### src/rtl/ex_forward_ctrl.sv
// EX-stage forwarding select and load-use stall control.
// Shadows the destination/write-enable of the EX, MEM and WB instructions
// and steers the two EX operand muxes toward the youngest producer.
module ex_forward_ctrl #(
  parameter int REG_W = 5,
  parameter int CNT_W = 16
) (
  input  logic             clk_i,
  input  logic             rst_i,
  input  logic [REG_W-1:0] id_rs_i,
  input  logic [REG_W-1:0] id_rt_i,
  input  logic [REG_W-1:0] id_rd_i,
  input  logic             id_regwrite_i,
  input  logic             id_memread_i,
  input  logic             flush_i,
  output logic [1:0]       fwd_a_o,
  output logic [1:0]       fwd_b_o,
  output logic             stall_o,
  output logic [CNT_W-1:0] stall_cnt_o
);

  typedef enum logic [1:0] {
    FWD_RF  = 2'b00,
    FWD_WB  = 2'b01,
    FWD_MEM = 2'b10
  } fwd_sel_e;

  logic [REG_W-1:0] ex_rs, ex_rt, ex_rd;
  logic             ex_rw, ex_mr;
  logic [REG_W-1:0] mem_rd, wb_rd;
  logic             mem_rw, wb_rw;
  logic [CNT_W-1:0] stall_cnt;
  logic             bubble;
  fwd_sel_e         sel_a, sel_b;

  // MEM holds the younger value, so it is checked before WB; r0 is never a source.
  function automatic fwd_sel_e pick_src(input logic [REG_W-1:0] src);
    fwd_sel_e sel;
    sel = FWD_RF;
    if (mem_rw && (mem_rd != '0) && (mem_rd == src))
      sel = FWD_MEM;
    else if (wb_rw && (wb_rd != '0) && (wb_rd == src))
      sel = FWD_WB;
    return sel;
  endfunction

  // Operand selects depend only on registered pipeline state.
  always_comb begin
    sel_a = pick_src(ex_rs);
    sel_b = pick_src(ex_rt);
  end

  assign fwd_a_o = sel_a;
  assign fwd_b_o = sel_b;

  // Load in EX whose result the ID instruction needs; a flush squashes the ID side.
  always_comb begin
    stall_o = ex_mr && (ex_rd != '0) &&
              ((ex_rd == id_rs_i) || (ex_rd == id_rt_i)) && !flush_i;
    bubble  = flush_i || stall_o;
  end

  // Advance the shadow pipeline; EX receives a bubble on flush or stall.
  always_ff @(posedge clk_i or negedge rst_i) begin
    if (!rst_i) begin
      ex_rs  <= '0;
      ex_rt  <= '0;
      ex_rd  <= '0;
      ex_rw  <= 1'b0;
      ex_mr  <= 1'b0;
      mem_rd <= '0;
      mem_rw <= 1'b0;
      wb_rd  <= '0;
      wb_rw  <= 1'b0;
    end else begin
      wb_rd  <= mem_rd;
      wb_rw  <= mem_rw;
      mem_rd <= ex_rd;
      mem_rw <= ex_rw;
      if (bubble) begin
        ex_rs <= '0;
        ex_rt <= '0;
        ex_rd <= '0;
        ex_rw <= 1'b0;
        ex_mr <= 1'b0;
      end else begin
        ex_rs <= id_rs_i;
        ex_rt <= id_rt_i;
        ex_rd <= id_rd_i;
        ex_rw <= id_regwrite_i;
        ex_mr <= id_memread_i;
      end
    end
  end

  // Saturating count of stall cycles.
  always_ff @(posedge clk_i or negedge rst_i) begin
    if (!rst_i)
      stall_cnt <= '0;
    else if (stall_o && (stall_cnt != '1))
      stall_cnt <= stall_cnt + CNT_W'(1);
  end

  assign stall_cnt_o = stall_cnt;

endmodule
### config.mk
export PLATFORM = sky130hd
export DESIGN_NAME = ex_forward_ctrl
export DESIGN_NICKNAME = d
export VERILOG_FILES = /design/src/rtl/ex_forward_ctrl.sv
export SDC_FILE = /design/constraint.sdc
export NUM_CORES = 1
export LEC_CHECK = 0
export CORE_MARGIN = 1.5
export CORE_UTILIZATION = 37
export CTS_BUF_LIST = sky130_fd_sc_hd__clkbuf_2 sky130_fd_sc_hd__clkbuf_4 sky130_fd_sc_hd__clkbuf_8
export DETAILED_ROUTE_END_ITERATION = 10
export HOLD_SLACK_MARGIN = 0.08
export PLACE_DENSITY = 0.7
export RECOVER_POWER = 25
export SETUP_SLACK_MARGIN = 0.02
export SYNTH_ARGS = -nofsm -noshare
export SYNTH_HDL_FRONTEND = slang
export SYNTH_SLANG_ARGS = --single-unit
### constraint.sdc
create_clock -name clk_i -period 3.1 [get_ports clk_i]
set_clock_uncertainty 0.05 [all_clocks]
set_input_delay 0.465 -clock clk_i [delete_from_list [all_inputs] [get_ports clk_i]]
set_output_delay 0.465 -clock clk_i [all_outputs]
set_load 0.05 [all_outputs]
# Word level (Yosys, flattened, before mapping)
# Cells that the tools add are included.
# classes
muxes,9
eq_ne,7
addsub,1
reduce_logical,16
# ops
op,n
equality test 5 bit,6
"adder 16 x 1 -> 16 bit, second input constant",1
"inequality test 16 bit, second input constant",1
2-to-1 mux 5 bit,3
nonzero test 5 bit,3
logical AND 1 bit,10
2-to-1 mux 1 bit,4
2-to-1 mux 2 bit,2
logical OR 1 bit,2
zero test 1 bit,1
# totals
input_bits,20
elab_cells,43
regBits,45

# Depth between registers and ports, before layout
# logic_depth
ltp_word,6
ltp_mapped,6

# Least setup slack after synthesis
# OpenSTA, ideal clock, no wires.
# synth_timing
kind,reg2out
from,reg mem_rd[0]
to,out fwd_a_o[0]
setup_slack_ps,-409
path_stages_with_launch,5
arrival_time_ps,2994
t_required_ps,2585
cell_sequence,dfrtp_1 xnor2_1 nand3_1 nor4_1 nor4_1
# synth_via
elab_chain_len,4
# synth_lines
item,line,rtl
"start, declared",30,"logic [REG_W-1:0] mem_rd, wb_rd;"
"start signal, assigned",78,mem_rd <= ex_rd;
nonzero test 5 bit,40,if (mem_rw && (mem_rd != '0) && (mem_rd == src))
logical AND 1 bit,40,
logical AND 1 bit (*),40,
2-to-1 mux 2 bit (*),40,
"end, declared",16,"output logic [1:0] fwd_a_o,"
# Mark *: on every way between the ends. The rest lies on a longest branch, timed or not.

# Worst setup path in the final report
# layout_timing
from,reg mem_rd[1]
to,out fwd_b_o[1]
# layout_via
elab_chain_len,4
# layout_lines
item,line,rtl
nonzero test 5 bit,40,
logical AND 1 bit,40,
logical AND 1 bit (*),40,
2-to-1 mux 2 bit (*),40,
"end, declared",17,"output logic [1:0] fwd_b_o,"
# Marked as above.

==> impl_metrics.env <==
export IMPL_layout_min_cycle_time_ns=2.80
export IMPL_place_congestion=0.744
export IMPL_drc=0
export IMPL_final_layout_size_suffix_gt1_frac=0.109
export IMPL_grt_setup_unrepaired="no"
export IMPL_ys_seq_area_frac=0.541
export IMPL_yosys_area_share_simple=0.204
export IMPL_worst_slew_pin_slew_ns=2.33
export IMPL_drt_total_wl_um=3810
export IMPL_async_flop_share=1.00
export IMPL_synth_adder_area_share=0.00601
export IMPL_hold_path_class="flip-flop to flip-flop"
export IMPL_hold_path_depth=0
export IMPL_htree_levels=2
export IMPL_syn_avg_cell_area_um2=12.0
export IMPL_dp_hpwl_um=2840
export IMPL_cts_made_buffers=5
export IMPL_netlist_area_um2=2080
export IMPL_postCtsSetupBuffers=0
export IMPL_cts_tree="yes"
export IMPL_maxSlewViolCount=46
export IMPL_syn_to_final_growth_pct=30.7
export IMPL_avgViaCountPerCell=4.71
export IMPL_initial_utilization=0.380
export IMPL_clkTransAtPathRegs_ns=0.08
export IMPL_synth_compound_area_frac=0.0397
export IMPL_relSlewSlack=-0.552
export IMPL_coreArea_um2=5470
export IMPL_synth_top_area_cell="dfrtp_1"
export IMPL_synthFlopType="dfrtp_1"
export IMPL_antenna_cells=0
export IMPL_portBuffers=40
export IMPL_ys_types=31
export IMPL_fp_dieW_um=78.0
export IMPL_clockBufferDepth=2
export IMPL_grt_max_degree=46
export IMPL_fin_crit_sh=0.904
export IMPL_whs_ns=0.301
export IMPL_die_y_um=78.0
export IMPL_rows=27
export IMPL_r2r_start="stall_cnt_o[0]"
export IMPL_cp_start_kind="flip-flop"
export IMPL_dpl_cell_count=285
export IMPL_synth_top_family_by_area="simple AND/OR/NAND/NOR gates"
export IMPL_finalSetupViolations=0
export IMPL_critPathKind="flip-flop to output pin"
export IMPL_violations="capacitance limit, slew limit"
export IMPL_r2r_end="stall_cnt_o[1]"
export IMPL_cts_sinks=45
export IMPL_holdPathEnd="mem_rw"
export IMPL_synth_common_cells="dfrtp_1 (45), xnor2_1 (30), and2_1 (18), xor2_1 (14), nand3_1 (11)"
export IMPL_synthTopCellsByArea="dfrtp_1 (54%), xnor2_1 (13%), xor2_1 (5.9%)"
export IMPL_crit_arrival_ns=2.29
export IMPL_dieArea_um2=6080
export IMPL_synth_seq_cells=45
export IMPL_holdBufCountCts=0
export IMPL_overflow=0
export IMPL_avgRoutedWirePerCell_um=13.0
export IMPL_fmax_mhz=357
export IMPL_antenna_found_initial=0
export IMPL_max_cap_viol_count=1
export IMPL_antenna_left=0
export IMPL_power_leakage_uw=0.00114
export IMPL_hold_violations=0
export IMPL_ir_worst_vdd_uv=195
export IMPL_grt_pass1_wl_um=6930
export IMPL_end_kind="output pin"
export IMPL_yosysMostFrequentCell="dfrtp_1"
export IMPL_synth_edf_count=0
export IMPL_worst_path_max_fanout=4
export IMPL_synth_warnings=0
export IMPL_nets=241
export IMPL_netlist_instances=174
export IMPL_r2r_cells=6
export IMPL_clock_latency_ns=0.30
export IMPL_root_buffer="clkbuf_8"
export IMPL_p_per_area_nw_per_um2=492
export IMPL_drtIter0Drc=75
export IMPL_cts_resized_gates=0
export IMPL_rrSetupSlack_ns=1.11
export IMPL_via_count=1381
export IMPL_track_usage=0.145
export IMPL_firstDrtPassIters=4
export IMPL_final_cells=293
export IMPL_io_pins=41
export IMPL_synth_xor_area_frac=0.185
export IMPL_syn_nets=195
export IMPL_synthMuxAreaShare=0.0120
export IMPL_hp_start="ex_rw"
export IMPL_crit_required_ns=2.58
export IMPL_setup_tns_ns=0
export IMPL_outcome="finished with violations"
export IMPL_total_power_uw=1340
export IMPL_first_global_vias=1452
export IMPL_synth_top_area_frac=0.541
==> kinds of logic after synthesis <==
| family | count (synthesis) |
|---|---|
| flops | 45 |
| fa+ha+maj | 1 |
| mux | 2 |
| xor+xnor | 44 |
| simple gates | 71 |
| compound gates | 7 |
| buf+inv | 4 |
==> layout make-up <==
cell class                      count  area (µm²)
Sequential cell                    45        1130
Clock buffer                        5        68.8
Fill cell                         509        2750
Clock inverter                      3        65.1
Timing Repair Buffer               41         407
Inverter                            2        7.51
Multi-Input combinational cell    125         956
Tap cell                           72        90.1
==> power by group <==
| part | total [µW] | internal [µW] | switching, µW |
|---|---|---|---|
| Sequential | 649 | 615 | 34.1 |
| Combinational | 177 | 83.1 | 93.8 |
| Clock | 513 | 320 | 193 |
==> cells in the final DEF (no fill, tap or decap), drive strengths merged <==
master / count
buf: 4
mux2i: 1
nand2: 7
clkdlybuf4s50: 36
or4: 5
ha: 1
o22ai: 1
nand3b: 2
nor3: 1
and2: 18
nor3b: 1
a21oi: 1
nand3: 11
and3b: 1
xor2: 14
o21ai: 3
nor2: 7
bufinv: 2
a211oi: 1
dfrtp: 45
clkbuf: 6
mux2: 1
nand4: 8
nor4: 4
o21a: 1
nor4b: 1
and4: 2
and3: 3
xnor2: 30
inv: 2
clkinv: 1
==> registers in the layout, summed over array words and instances (netlist names), 5 cells and up <==
| name | flops |
|---|---|
| stall_cnt_o | 16 |
| mem_rd | 5 |
| wb_rd | 5 |
| ex_rs | 5 |
| ex_rd | 5 |
| ex_rt | 5 |
==> how the worst max path moves through the flow <==
stage,endpoint,slack [ns],startpoint,depth (start not counted)
after floorplan,fwd_a_o[0],0.26,mem_rd[1],4
after global placement,fwd_b_o[1],0.65,mem_rd[1],4
after detailed placement,fwd_b_o[1],0.62,mem_rd[1],4
after CTS,fwd_b_o[1],0.28,mem_rd[1],4
after global routing,fwd_a_o[1],0.23,mem_rd[1],4
final,fwd_b_o[1],0.30,mem_rd[1],4
==> worst max-delay path, stage by stage, from the launching register on <==
cell and delay [ns]:
dfrtp_1 0.43, or4_1 0.52, o21ai_1 0.22, nor4_2 0.10, clkdlybuf4s50_1 0.71
==> metal layers <==
layer / GRT usage / vias to the layer above / wire (µm)
li1: - / 687 / -
met1: 0.184 / 665 / 1660
met2: 0.239 / 23 / 1950
met3: 0.0341 / 6 / 141
met4: 0.0536 / 0 / 62
met5: 0 / - / 0
==> stage by stage <==
stage,cell area (µm²),util,worst slack (ns)
after floorplan,2110,-,0.264
after global placement,2590,0.473,0.647
after detailed placement,2590,0.473,0.620
after CTS,2720,0.497,0.285
after global routing,2720,0.497,0.225
final,2720,0.497,0.299
Note: power is estimated with default switching activity, not from simulation.
